==> src/rtl/scoreboard_ctrl_pkg.sv <==
// Shared definitions for the PRV664 integer-register scoreboard.
// Provides the itag width, the architectural register count and the
// record types used for scoreboard entries and writeback clear requests.
package scoreboard_ctrl_pkg;

  localparam int SB_TAGW  = 8;
  localparam int SB_NREGS = 32;

  typedef struct packed {
    logic               busy;
    logic [SB_TAGW-1:0] itag;
  } sb_entry_t;

  typedef struct packed {
    logic               valid;
    logic [4:0]         rdindex;
    logic [SB_TAGW-1:0] itag;
  } wb_req_t;

endpackage

==> src/rtl/scoreboard_ctrl_if.sv <==
// Scoreboard update bundle between dispatch (master) and the scoreboard
// (slave).
//   set_write   : dispatch set strobe
//   set_rdindex : destination register to mark busy
//   set_itag    : itag of the producing instruction
interface scoreboard_ctrl_if #(
  parameter int TAGW = scoreboard_ctrl_pkg::SB_TAGW
);
  logic            set_write;
  logic [4:0]      set_rdindex;
  logic [TAGW-1:0] set_itag;

  modport master (output set_write, output set_rdindex, output set_itag);
  modport slave  (input  set_write, input  set_rdindex, input  set_itag);
endinterface

==> src/rtl/scoreboard_ctrl_popcount.sv <==
// sb_popcount32: combinational population count of a 32-bit vector.
//   vec_i : input vector
//   cnt_o : number of set bits, 0..32
module sb_popcount32 (
  input  logic [31:0] vec_i,
  output logic [5:0]  cnt_o
);

  always_comb begin
    cnt_o = '0;
    for (int i = 0; i < 32; i++) begin
      cnt_o = cnt_o + 6'(vec_i[i]);
    end
  end

endmodule

==> src/rtl/scoreboard_ctrl.sv <==
// scoreboard_ctrl: 32-entry integer-register scoreboard.
// Dispatch marks a destination busy and records its itag; writebacks clear
// the entry only when the returning itag matches; flush wipes all busy bits.
// Ports:
//   clk_i, arst_ni : clock, asynchronous active-low reset
//   set_if         : dispatch set bundle (slave)
//   wb_valid_i/wb_rdindex_i/wb_itag_i : NWB packed writeback clear ports
//   flush_i        : pipeline flush
//   rd_index_i     : NRD packed lookup indices
//   rd_busy_o/rd_itag_o : per-lookup busy flag and recorded itag
//   busy_cnt_o     : number of busy entries (registered)
//   idle_o         : no entry busy
module scoreboard_ctrl
  import scoreboard_ctrl_pkg::*;
#(
  parameter int NWB  = 2,
  parameter int NRD  = 3,
  parameter int TAGW = SB_TAGW
) (
  input  logic                 clk_i,
  input  logic                 arst_ni,
  scoreboard_ctrl_if.slave     set_if,
  input  logic [NWB-1:0]       wb_valid_i,
  input  logic [NWB*5-1:0]     wb_rdindex_i,
  input  logic [NWB*TAGW-1:0]  wb_itag_i,
  input  logic                 flush_i,
  input  logic [NRD*5-1:0]     rd_index_i,
  output logic [NRD-1:0]       rd_busy_o,
  output logic [NRD*TAGW-1:0]  rd_itag_o,
  output logic [5:0]           busy_cnt_o,
  output logic                 idle_o
);

  sb_entry_t [SB_NREGS-1:0] entry_q, entry_d;
  logic [5:0]               cnt_q, cnt_d;
  logic [SB_NREGS-1:0]      busy_nxt;
  wb_req_t                  wb_req [NWB];
  logic [4:0]               lk_idx [NRD];

  always_comb begin
    for (int p = 0; p < NWB; p++) begin
      wb_req[p].valid   = wb_valid_i[p];
      wb_req[p].rdindex = wb_rdindex_i[p*5 +: 5];
      wb_req[p].itag    = wb_itag_i[p*TAGW +: TAGW];
    end
  end

  // Priority is built up lowest-first so later assignments win:
  // clear, then set, then flush. Clears test the registered entry, so two
  // ports hitting the same entry simply clear it once.
  always_comb begin
    entry_d = entry_q;
    for (int p = 0; p < NWB; p++) begin
      if (wb_req[p].valid && entry_q[wb_req[p].rdindex].busy &&
          entry_q[wb_req[p].rdindex].itag == wb_req[p].itag) begin
        entry_d[wb_req[p].rdindex].busy = 1'b0;
      end
    end
    if (set_if.set_write && set_if.set_rdindex != 5'd0) begin
      entry_d[set_if.set_rdindex].busy = 1'b1;
      entry_d[set_if.set_rdindex].itag = set_if.set_itag;
    end
    if (flush_i) begin
      for (int i = 0; i < SB_NREGS; i++) begin
        entry_d[i].busy = 1'b0;
      end
    end
    // x0 is hardwired idle with a zero itag.
    entry_d[0] = '0;
  end

  always_comb begin
    for (int i = 0; i < SB_NREGS; i++) begin
      busy_nxt[i] = entry_d[i].busy;
    end
  end

  // Count the next-state busy vector so the registered count lines up with
  // the registered busy bits.
  sb_popcount32 u_popcount (
    .vec_i (busy_nxt),
    .cnt_o (cnt_d)
  );

  always_ff @(posedge clk_i or negedge arst_ni) begin
    if (!arst_ni) begin
      entry_q <= '0;
      cnt_q   <= '0;
    end else begin
      entry_q <= entry_d;
      cnt_q   <= cnt_d;
    end
  end

  // Lookups read registered state only; no bypass of same-cycle updates.
  always_comb begin
    rd_busy_o = '0;
    rd_itag_o = '0;
    for (int r = 0; r < NRD; r++) begin
      lk_idx[r] = rd_index_i[r*5 +: 5];
      if (lk_idx[r] != 5'd0) begin
        rd_busy_o[r]               = entry_q[lk_idx[r]].busy;
        rd_itag_o[r*TAGW +: TAGW]  = entry_q[lk_idx[r]].itag;
      end
    end
  end

  assign busy_cnt_o = cnt_q;
  assign idle_o     = (cnt_q == 6'd0);

endmodule
==> src/flat_wrapper.sv <==
// flat-port wrapper written by rule: the top's interface ports become plain ports
module scoreboard_ctrl_flat import scoreboard_ctrl_pkg::*;
#(
  parameter int NWB  = 2,
  parameter int NRD  = 3,
  parameter int TAGW = SB_TAGW
)
  (clk_i, arst_ni, wb_valid_i, wb_rdindex_i, wb_itag_i, flush_i, rd_index_i, rd_busy_o, rd_itag_o, busy_cnt_o, idle_o, set_if_set_write, set_if_set_rdindex, set_if_set_itag);
  scoreboard_ctrl_if #(.TAGW(TAGW)) set_if_i ();
  input  logic clk_i;
  input  logic arst_ni;
  input  logic [NWB-1:0] wb_valid_i;
  input  logic [NWB*5-1:0] wb_rdindex_i;
  input  logic [NWB*TAGW-1:0] wb_itag_i;
  input  logic flush_i;
  input  logic [NRD*5-1:0] rd_index_i;
  output logic [NRD-1:0] rd_busy_o;
  output logic [NRD*TAGW-1:0] rd_itag_o;
  output logic [5:0] busy_cnt_o;
  output logic idle_o;
  input wire logic [$bits(set_if_i.set_write)-1:0] set_if_set_write;
  input wire logic [$bits(set_if_i.set_rdindex)-1:0] set_if_set_rdindex;
  input wire logic [$bits(set_if_i.set_itag)-1:0] set_if_set_itag;
  assign set_if_i.set_write = set_if_set_write;
  assign set_if_i.set_rdindex = set_if_set_rdindex;
  assign set_if_i.set_itag = set_if_set_itag;
  scoreboard_ctrl #(.NWB(NWB), .NRD(NRD), .TAGW(TAGW)) u_core (.clk_i(clk_i), .arst_ni(arst_ni), .set_if(set_if_i), .wb_valid_i(wb_valid_i), .wb_rdindex_i(wb_rdindex_i), .wb_itag_i(wb_itag_i), .flush_i(flush_i), .rd_index_i(rd_index_i), .rd_busy_o(rd_busy_o), .rd_itag_o(rd_itag_o), .busy_cnt_o(busy_cnt_o), .idle_o(idle_o));
endmodule
==> config.mk <==
export PLATFORM = sky130hd
export DESIGN_NAME = scoreboard_ctrl_flat
export DESIGN_NICKNAME = d
export VERILOG_FILES = /design/src/rtl/scoreboard_ctrl_pkg.sv /design/src/rtl/scoreboard_ctrl_if.sv /design/src/rtl/scoreboard_ctrl_popcount.sv /design/src/rtl/scoreboard_ctrl.sv /design/src/flat_wrapper.sv
export SDC_FILE = /design/constraint.sdc
export NUM_CORES = 1
export LEC_CHECK = 0
export CELL_PAD_IN_SITES_DETAIL_PLACEMENT = 1
export CELL_PAD_IN_SITES_GLOBAL_PLACEMENT = 2
export CORE_MARGIN = 2
export CORE_UTILIZATION = 45
export CTS_BUF_LIST = sky130_fd_sc_hd__clkbuf_8
export DETAILED_ROUTE_END_ITERATION = 12
export HOLD_SLACK_MARGIN = 0.02
export PLACE_DENSITY_LB_ADDON = 0.2
export SYNTH_ARGS = -nofsm -noshare
export SYNTH_HDL_FRONTEND = slang
export SYNTH_HIERARCHICAL = 1
export SYNTH_SLANG_ARGS = --single-unit
==> constraint.sdc <==
create_clock -name clk_i -period 9.2 [get_ports clk_i]
set_clock_uncertainty 0.05 [all_clocks]
set_input_delay 2.3 -clock clk_i [delete_from_list [all_inputs] [get_ports clk_i]]
set_output_delay 2.3 -clock clk_i [all_outputs]
set_load 0.01 [all_outputs]
==> results.rst <==
.. list-table::
   :header-rows: 1

   * - Metric
     - Value
   * - First-pass GRT wire length
     - 164000 microns
   * - Internal
     - 3.11 mW
   * - Number of top-level pins
     - 94
   * - Most frequent cell on the critical path
     - fa_1
   * - Total instance count after detailed placement
     - 2800
   * - Clock buffer depth
     - 3
   * - H-tree depth reported by CTS
     - 2
   * - Total setup violations reported at the end of the flow
     - 0
   * - Largest net degree at the start of global routing
     - 142
   * - Share of cells above drive strength 1
     - 47.3%
   * - Worst-path clk slew
     - 0.06 ns
   * - Async S/R FF share, synth
     - 100%
   * - Aggregate global routing overflow
     - 0
   * - Status
     - complete, no violations
   * - Top cell type by total area after synthesis
     - dfrtp_1
   * - Synthesized flop and latch total
     - 285
   * - Comb pwr share
     - 34.4%
   * - Slowest stage cell, crit path
     - or4_4
   * - PnR worst setup slack
     - 0.0824 ns
   * - Post-route design area
     - 0.0295 sq mm
   * - Max-cap violations
     - 0
   * - Critical path data required time
     - 9.73 ns
   * - Clock tree from TritonCTS
     - yes
   * - Global placement routability congestion
     - 1.02
   * - Clock insertion delay at the later pin of the skew report
     - 0.69 ns
   * - Busiest grt layer
     - met2
   * - Share of the synthesized area in the top cell type
     - 29.9%
   * - Worst setup path category
     - primary input to register
   * - Aggregate routed wire length
     - 117000 microns
   * - Die Span X
     - 234 microns
   * - All-layer global routing usage
     - 42.8%
   * - Count of flip-flops with a built-in enable after synthesis
     - 0
   * - Clock buffers created by TritonCTS
     - 56
   * - Total negative setup slack
     - 0 ns
   * - Utilization of the core after routing
     - 56.2%
   * - Peak Freq
     - 110 MHz
   * - Synth Cell Area
     - 0.0238 sq mm
   * - Vias in the first global route
     - 21733
   * - Detailed router's first-iteration violation count
     - 2915
   * - Number of cells produced by synthesis
     - 1924
   * - Vias per inst
     - 7.29
   * - Highest cell delay on the worst timing path
     - 0.65 ns
   * - Post-synthesis area per instance
     - 12.4 sq um
   * - Part of the total power dissipated in sequential elements
     - 37.9%
   * - 1st-pass router iterations
     - 5
   * - Worst slew slack as a fraction of its limit
     - 7.41%
   * - Slew at the pin closest to its max-slew limit
     - 1.38 ns
   * - WHS
     - 0.517 ns
   * - Unique masters post-synth
     - 59
   * - Switching component of the power
     - 1.79 mW
   * - Root Buffer Master
     - clkbuf_8
   * - Number of port buffers
     - 93
   * - Post-route antenna net violation count
     - 0
   * - Net Sw Frac
     - 36.5%
   * - Vias after detailed routing
     - 21406
   * - Met2 layer usage reported by global route
     - 61.6%
   * - # DRC
     - 0
   * - Cell Area, Placed
     - 0.0273 sq mm
   * - Minimum clock period
     - 9.12 ns
   * - Number of nets in the layout
     - 2299
   * - Worst voltage drop across the vdd grid
     - 0.000111 V
   * - Synthesis Warnings
     - 6
   * - Largest delay share family, worst path
     - adder cells
   * - Met1 capacity usage during global routing
     - 57.2%
   * - Cell Pwr Density
     - 166 mW/mm^2
   * - Place WS
     - -1.20 ns
   * - Grt met3 use
     - 12.9%
   * - Share of the clock period used by the worst path after layout
     - 99.1%
   * - # hold bufs at CTS
     - 0
   * - Final number of hold-violating endpoints
     - 0
   * - Final cell count without fillers
     - 2936
   * - Count of standard-cell rows
     - 84
   * - # clock sinks
     - 285
   * - WP data arrival
     - 9.65 ns
   * - Cell depth of the worst hold path
     - 1
   * - Die Footprint
     - 0.0548 sq mm
   * - Sequential-to-total area share from yosys stat
     - 29.9%
   * - Predominant post-synthesis flop cell
     - dfrtp_1
   * - Class of the worst hold path
     - register to register
   * - Floorplan die height
     - 234 microns
   * - Final Max Slew Viols
     - 0
   * - Pwr Total
     - 4.91 mW
   * - Launch instance of the worst register-to-register path
     - u_core/entry_q[153]
   * - Reg2Reg Capture Point
     - u_core/busy_cnt_o[4]
   * - Destination of the worst hold path
     - u_core/entry_q[12]
   * - Reported leakage power
     - 12.4 nW
   * - Count of buffer and inverter cells on the critical path
     - 6
   * - DP Wirelength
     - 81000 microns
   * - Worst R2R Setup Slack
     - 1.72 ns
   * - Most numerous cell types in the synthesized netlist
     - mux2_2 (300), dfrtp_1 (285), mux2i_1 (257)
   * - Startpoint class of the critical path
     - primary input
   * - Initial antenna violation count
     - 3
   * - Clk network pwr share
     - 27.8%
   * - Starting utilization of the core area
     - 45.4%
   * - Element type at the critical path end
     - register
   * - P&R area growth vs syn
     - 23.7%
   * - Top post-synthesis cells by area
     - dfrtp_1 (30%), mux4_2 (24%), mux2_2 (14%)
   * - Final routed wire length divided by cell count
     - 39.8 microns
   * - Top fanout value on the critical path
     - 19
   * - Post-Syn Nets
     - 2015
   * - Dominant cell by count in the synthesized netlist
     - mux2_2
   * - Total core area
     - 0.0524 sq mm
   * - Worst-case reg-to-reg path depth
     - 23
   * - Launch point of the worst hold path
     - u_core/entry_q[12]
   * - Count of fill cells added during filler insertion
     - 5254
-- routing by layer --
layer | vias up | share of wire, %
met1 | 11175 | 38
met5 | - | 0.020
met2 | 1526 | 42
met3 | 428 | 12
li1 | 8273 | -
met4 | 4 | 7.3
-- cell type report --
class	instances	area, sq um	area share, %
Multi-Input combinational cell	1393	16300	55.1
Sequential cell	285	7130	24.2
Timing Repair Buffer	418	3910	13.3
Clock buffer	68	936	3.17
Tap cell	688	861	2.92
Inverter	54	203	0.687
Clock inverter	29	188	0.636
Antenna cell	1	2.50	0.00849
-- sequential cells by signal, summed over array words and instances (netlist names) --
signal	count
u_core/busy_cnt_o	6
u_core/entry_q	279
-- how the worst max path moves through the flow --
stage                         start              endpoint  cells past startpoint
detailed placement  wb_rdindex_i[4]  u_core/busy_cnt_o[4]                     30
CTS                 wb_rdindex_i[9]  u_core/busy_cnt_o[4]                     28
floorplan           wb_rdindex_i[6]  u_core/busy_cnt_o[4]                     30
finish              wb_rdindex_i[6]  u_core/busy_cnt_o[4]                     25
global placement    wb_rdindex_i[3]  u_core/busy_cnt_o[4]                     29
global route        wb_rdindex_i[4]  u_core/busy_cnt_o[4]                     29
-- cell families (layout without fill, tap and decap cells) --
kind of cell	Yosys count	after routing	share of synthesized area, %
simple gates	299	299	6.98
other cells	1	2	0.0157
fa+ha+maj	31	31	2.38
buf+inv	246	569	4.36
mux	806	806	48.5
xor+xnor	16	16	0.588
flops	285	285	29.9
compound gates	240	240	7.25
-- repair_timing --
item                       in CTS  in global routing
buffers inserted                4                 30
gates cloned                    0                  4
pin swaps                       4                 35
resized for setup              21                101
setup endpoints to repair       5                  5
-- power groups by stage --
stage	logic, mW	clock network [mW]	registers [mW]
after global routing	1.75	1.43	1.89
after global placement	1.57	0	1.82
after CTS	1.61	1.38	1.84
after detailed placement	1.60	0	1.86
after floorplan	1.04	0	1.70
final	1.69	1.36	1.86
-- layout by cell type (no fill, tap or decap), types with 27 or more instances in the layout --
master and count:
o22ai_1 118, clkdlybuf4s50_1 77, nor2_1 51, inv_1 63, buf_4 267, buf_6 27
mux2i_1 256, nand2_1 77, buf_12 30, dfrtp_1 285, nor4_1 27, mux2_2 300
clkbuf_8 69, mux4_2 249
Power figures use the tool's default switching activity.
